`config.mk`:
```
export PLATFORM = sky130hd
export DESIGN_NAME = fetch_controller
export DESIGN_NICKNAME = d
export VERILOG_FILES = /design/src/rtl/fetch_controller.sv
export SDC_FILE = /design/constraint.sdc
export NUM_CORES = 1
export LEC_CHECK = 0
export ABC_AREA = 1
export BUFFER_PORTS_ARGS = -buffer_cell sky130_fd_sc_hd__buf_4
export CORE_ASPECT_RATIO = 1.75
export CORE_MARGIN = 1.5
export CORE_UTILIZATION = 45
export DETAILED_ROUTE_END_ITERATION = 7
export PLACE_DENSITY_LB_ADDON = 0.25
export SYNTH_ARGS = -nofsm -noshare
export SYNTH_HDL_FRONTEND = slang
export SYNTH_SLANG_ARGS = --single-unit
export TNS_END_PERCENT = 100
```
`constraint.sdc`:
```
create_clock -name clk -period 2.7 [get_ports clk]
set_input_delay 0 -clock clk [delete_from_list [all_inputs] [get_ports clk]]
set_output_delay 0 -clock clk [all_outputs]
set_load 0.1 [all_outputs]
```
`src/rtl/fetch_controller.sv`:
```
// Instruction fetch sequencer: PC register, prefetch queue and valid/ready handoff to decode.
// Optional fetch address bounds checking is enabled by defining FETCH_BOUNDS_EN.
module fetch_controller #(
  parameter logic [31:0] RESET_PC    = 32'h0000_0000,
  parameter int          QUEUE_DEPTH = 2,
  parameter int          MEM_WORDS   = 65536
) (
  input  logic        clk,
  input  logic        rst_n,
  input  logic        fetch_en,
  output logic [31:0] imem_addr,
  input  logic [31:0] imem_data,
  input  logic        redirect_valid,
  input  logic [31:0] redirect_pc,
  output logic        out_valid,
  input  logic        out_ready,
  output logic [31:0] out_inst,
  output logic [31:0] out_pc,
  output logic        fault,
  output logic [31:0] fault_pc
);
  localparam int PW = (QUEUE_DEPTH > 1) ? $clog2(QUEUE_DEPTH) : 1;
  localparam int CW = $clog2(QUEUE_DEPTH + 1);
  localparam logic [CW-1:0] DEPTH_C = CW'(QUEUE_DEPTH);
  // 33 bits so a memory of exactly 2^30 words still compares correctly
  localparam logic [32:0] LIMIT = 33'(MEM_WORDS) << 2;

  typedef enum logic [1:0] {IDLE, FETCH, FAULT} state_t;

  state_t state, state_nxt;
  logic [31:0] pc;
  logic [QUEUE_DEPTH-1:0][31:0] q_pc, q_inst;
  logic [PW-1:0] head, tail;
  logic [CW-1:0] count;
  logic pop, room, want, bad, push, oob;

  assign imem_addr = pc;
  assign out_valid = (count != '0);
  assign out_inst  = q_inst[head];
  assign out_pc    = q_pc[head];

  // A redirect discards the handshake and any push in the same cycle
  assign pop  = out_valid && out_ready && !redirect_valid;
  assign room = (count < DEPTH_C) || pop;
  assign want = (state == FETCH) && room && !redirect_valid;
  assign oob  = (pc[1:0] != 2'b00) || ({1'b0, pc} >= LIMIT);

`ifdef FETCH_BOUNDS_EN
  assign bad = want && oob;
`else
  logic unused_bounds;
  assign unused_bounds = oob;
  assign bad = 1'b0;
`endif

  assign push = want && !bad;

  always_comb begin
    state_nxt = state;
    if (redirect_valid) begin
      state_nxt = fetch_en ? FETCH : IDLE;
    end else begin
      case (state)
        IDLE:    if (fetch_en) state_nxt = FETCH;
        FETCH:   if (bad) state_nxt = FAULT;
                 else if (!fetch_en) state_nxt = IDLE;
        FAULT:   state_nxt = FAULT;
        default: state_nxt = IDLE;
      endcase
    end
  end

  always_ff @(posedge clk or negedge rst_n) begin
    if (!rst_n) state <= IDLE;
    else        state <= state_nxt;
  end

  always_ff @(posedge clk or negedge rst_n) begin
    if (!rst_n)              pc <= RESET_PC;
    else if (redirect_valid) pc <= redirect_pc;
    else if (push)           pc <= pc + 32'd4;
  end

  always_ff @(posedge clk or negedge rst_n) begin
    if (!rst_n) begin
      q_pc   <= '0;
      q_inst <= '0;
      head   <= '0;
      tail   <= '0;
      count  <= '0;
    end else if (redirect_valid) begin
      head  <= '0;
      tail  <= '0;
      count <= '0;
    end else begin
      if (push) begin
        q_pc[tail]   <= pc;
        q_inst[tail] <= imem_data;
        tail         <= tail + 1'b1;
      end
      if (pop) head <= head + 1'b1;
      case ({push, pop})
        2'b10:   count <= count + 1'b1;
        2'b01:   count <= count - 1'b1;
        default: count <= count;
      endcase
    end
  end

`ifdef FETCH_BOUNDS_EN
  always_ff @(posedge clk or negedge rst_n) begin
    if (!rst_n) begin
      fault    <= 1'b0;
      fault_pc <= '0;
    end else if (redirect_valid) begin
      fault    <= 1'b0;
    end else if (bad) begin
      fault    <= 1'b1;
      fault_pc <= pc;
    end
  end
`else
  assign fault    = 1'b0;
  assign fault_pc = '0;
`endif

endmodule

```
== After elaboration in Yosys (flattened, before gate mapping) ==
Cells that the tools add are included.
Operators by class
  add/sub/neg operators: 5
  multiply operators: 0
  divide/modulo/power cells: 0
  magnitude comparators: 4
  equal/unequal tests: 6
  shift operators: 0
  multiplexer cells: 21
  bitwise operators: 1
  reduce and logical (&&, ||, !) cells: 14
Operators with widths (number)
  $mux 32: 7
  $bwmux 64: 2
  $add 32x3->32 const B: 1
  $demux 32 s1: 1
  $mux 2: 4
  $ne 3x3->1 const B: 2
  $pmux 2 s3: 1
  $reduce_bool 2->1: 3
  $logic_and 1x1->1: 5
  $mux 1: 5
  $eq 2x1->1 const B: 2
  $eq 2x2->1 const B: 2
  $lt 1x2->1 const B: 2
  $pmux 2 s2: 1
  $reduce_and 2->1: 2
  $reduce_bool 3->1: 1
  $add 1x1->1 const B: 2
  $add 2x1->2 const B: 1
  $logic_not 2->1: 1
  $lt 2x2->1 const B: 1
  $sub 2x1->2 const B: 1
  $ge 1x1->1 const B: 1
  $logic_not 1->1: 1
  $logic_or 1x1->1: 1
  $not 1->1: 1
Word-level totals
  register bits after elaboration: 166
  bits in latches: 0
  RAM bits: 0
  bits in read-only memories: 0
  input bits: 69
  output and inout bits: 130
  word-level logic and storage cells: 60
  memories: 0

== Depth between registers and ports, before layout ==
  word-level depth: 9
  gate-level depth with buffers: 12

== Worst setup path before layout ==
OpenSTA, ideal clock, no wires.
  path type: reg2reg
  from: reg pc[2] (netlist: imem_addr[2])
  to: reg pc[20] (netlist: imem_addr[20])
  setup time: 117 ps
  data arrival time: 2112 ps
  required time: 2583 ps
  setup slack: 470 ps
  stages on the path, launching flop included: 9
  path buffers: 0
  path through: dfrtp_1 -> ha_1 -> nand2_1 -> nor2_1 -> nand2_1 -> nor2_1 -> nand4_1 -> nand3_1 -> nand2_1
On the way
  longest elaborated chain between the ends: 3
RTL lines
  start, declared: RTL line 31  | logic [31:0] pc;
  start signal, assigned: RTL line 80  | else if (redirect_valid) pc <= redirect_pc;
  start signal, assigned: RTL line 81  | else if (push) pc <= pc + 32'd4;
  $add 32x3->32: RTL line 81
  $mux 32: RTL line 81
  $mux 32: RTL line 80
Every way passes these cells. The select of a mux whose other input is x is not followed.
A chain may end at the register's enable or synchronous reset.

== Worst setup path in the final report ==
  from: reg head
  to: out out_inst[14]
On the way
  longest elaborated chain between the ends: 2
RTL lines
  start, declared: RTL line 33  | logic [PW-1:0] head, tail;
  start signal, assigned: RTL line 101  | if (pop) head <= head + 1'b1;
  $mux 32 (implied by the code) (2 in series): RTL line 39  | assign out_inst = q_inst[head];
  end, declared: RTL line 17  | output logic [31:0] out_inst,
Every way passes these cells. The select of a mux whose other input is x is not followed.

==> metrics <==
status=finished, final reports clean; Layout Area Growth over Synthesis=30.3%; Final Total Pwr=13.9 mW; Peak supply drop=0.000800 V; Critical-path top delay cell=inv_2; maximum capacitance violations=0; CTS tree=done; number of top-level pins=199; vias in the first global route=7849; Synth Warn #=0; CTS H-tree lvls=4; post-synth top area cell=dfrtp_1; Starting Density=46.2%; slowest cell delay on critical path=510 ps; Crit Path Category=flip-flop to primary output; Syn Inst Count=1185; distinct cell type count after synthesis=34; EDFF count, synth=0; Avg WL per Cell=14.1 um; Main synth FF type=dfrtp_1; DRC=0; total gr overflow=0; sequential share of the synthesized area=48.2%; Final TNS setup=0 ps; final hold vios=0; metal3 WL=922 um; Hold Worst Slack=31.6 ps; Avg Cell Area, Syn=7.27 sq um; ANT nets after route=0; placed cell area=0.00989 sq mm; die span in x=108 um; clk_lat worst skew=420 ps; # fillers=1748; Max Buffers Root-to-Sink=2; cell count of the worst hold path=3; Root Driver=clkbuf_16; Final Max Slew Viols=0; GRT Total Usage=24.7%; vias=7867; Core Box Area=0.0187 sq mm; ant diodes=0; initial antenna violation count=0; WL met2=12600 um; Synth top area share=48.2%; die footprint=0.0200 sq mm; CTS sink cnt=166; LEAKAGE=6.15 nW; largest cells by area after synthesis=dfrtp_1 48%, nand2_1 32%, buf_4 3.4%; Arr. time, crit path=2160 ps; Yosys reg bits=166; crit-path cells=inv_2 > buf_4 > nand2_1 > nand2_1 > buf_4; highest clock rate=462 MHz; largest net degree at the start of global routing=68; asr flop ratio synth=100%; drt pass-1 iters=5; DRT Wirelength=23200 um; met1 WL=9170 um; Worst Skew=7.40 ps; minimum clock period=2160 ps; Rel. slew slack=49.8%; cell depth of the worst setup path=5; CTS buffer count=17; PD cells=1240 mW/mm^2; Die Height=186 um; drt via density=4.77; critical path startpoint category=flip-flop; Post-Synthesis Cell Area=0.00862 sq mm; Top Layer Used=met4; non-filler instance count after layout=1649; post-DP HPWL=15200 um; leading cell types by count after synthesis=727 x nand2_1, 166 x dfrtp_1, 46 x nor2_1, 44 x nand3_1, 42 x nand2_2; post-route design area=0.0112 sq mm; # port buffers=165; layout cells sized above 1=18.9%; path depth of the worst reg2reg path=11; CP delay by family, top=buffers and inverters; hold crit path type=input pin to flip-flop; placed insts=1551; gpl congestion=0.887; RSZ-0062 raised after global routing=false; Setup crit end kind=primary output; endpoints failing setup=0; Slew @ Worst Pin=748 ps; most numerous cell in the Yosys netlist=nand2_1; clock-pin slew on the worst setup and hold paths=60 ps; Core Rows=66; Critical path buffers and inverters=3; Data required, critical path=2700 ps; critical-path maximum fanout=35; Layout Nets=1469; first-pass GRT wire length=38400 um; 1st-iter DRT viols=477; Final period util=80.1%
## final cells by class
class	instances	area [sq um]	share of cell area, %
clock inverter	8	168	1.49
inverter	31	119	1.06
tap	238	298	2.65
clock buffer	23	498	4.44
sequential	166	4160	37.0
multi-input combinational	934	3880	34.6
timing repair buffer	249	2100	18.7
## state kept, by name, indices dropped and copies added (netlist names)
register   cells
state          2
head           1
count          2
tail           1
q_pc          64
q_inst        64
imem_addr     32
## routing by layer
metal	vias to the layer above	GRT usage [%]
met5	-	0
met4	0	8.32
met3	35	3.08
met2	207	46.8
met1	3690	28.2
li1	3935	-
## worst register-to-register path: cells and delay by family (launching register included)
kind	cells	cell delay (ps)
buf+inv	4	780
simple gates	7	880
flops	1	380
## metrics by stage
| stage | setup slack (ps) | util (%) |
|---|---|---|
| 6_report | 536 | 60.2 |
| 5_1_grt | 363 | 60.2 |
| 4_1_cts | 483 | 60.2 |
| 3_5_place_dp | 534 | 53.0 |
| 3_3_place_gp | 608 | 53.0 |
| 2_1_floorplan | 470 | - |
## placed cells by master, fill, tap and decap left out, types with 4 or more instances in the layout
cell	instances
nand2_2	41
clkbuf_16	17
nand2_1	727
nand4_1	4
dfrtp_1	165
clkbuf_8	5
buf_4	176
nor2_1	46
buf_12	5
dlygate4sd3_1	67
xnor2_1	6
xor2_1	10
nand3b_1	5
inv_1	28
nand3_1	44
conb_1	33
bufinv_16	5
## logic make-up (layout without fill, tap and decap cells)
family,count (synthesis),in the layout,share of synthesized area [%]
simple gates,875,875,41.1
xor+xnor,16,16,1.63
flops,166,166,48.2
buf+inv,117,311,8.15
mux,1,1,0.116
compound gates,8,8,0.610
other cells,1,33,0.0435
fa+ha+maj,1,1,0.145
## final timing paths
check | slack (ps) | end | from
max | 540 | out_inst[14] | head
min | 30 | imem_addr[1] | redirect_valid
max reg2reg | 540 | q_pc[42] | state[1]
min reg2reg | 440 | state[1] | state[0]
max in group asynchronous | 1690 | head | rst_n
min in group asynchronous | 130 | q_pc[41] | rst_n
## where the power goes
group          leakage [nW]  switching, mW  internal [mW]
logic                  3.74           5.53           1.52
clock network         0.325          0.961           1.76
registers              2.08          0.711           3.44
total                  6.15           7.21           6.71
## repair_timing
action / CTS / global route
buffers inserted: 0 / 0
resized for setup: 0 / 0
hold endpoints to repair: 162 / 0
hold buffers: 67 / 0
Power figures use the tool's default switching activity.
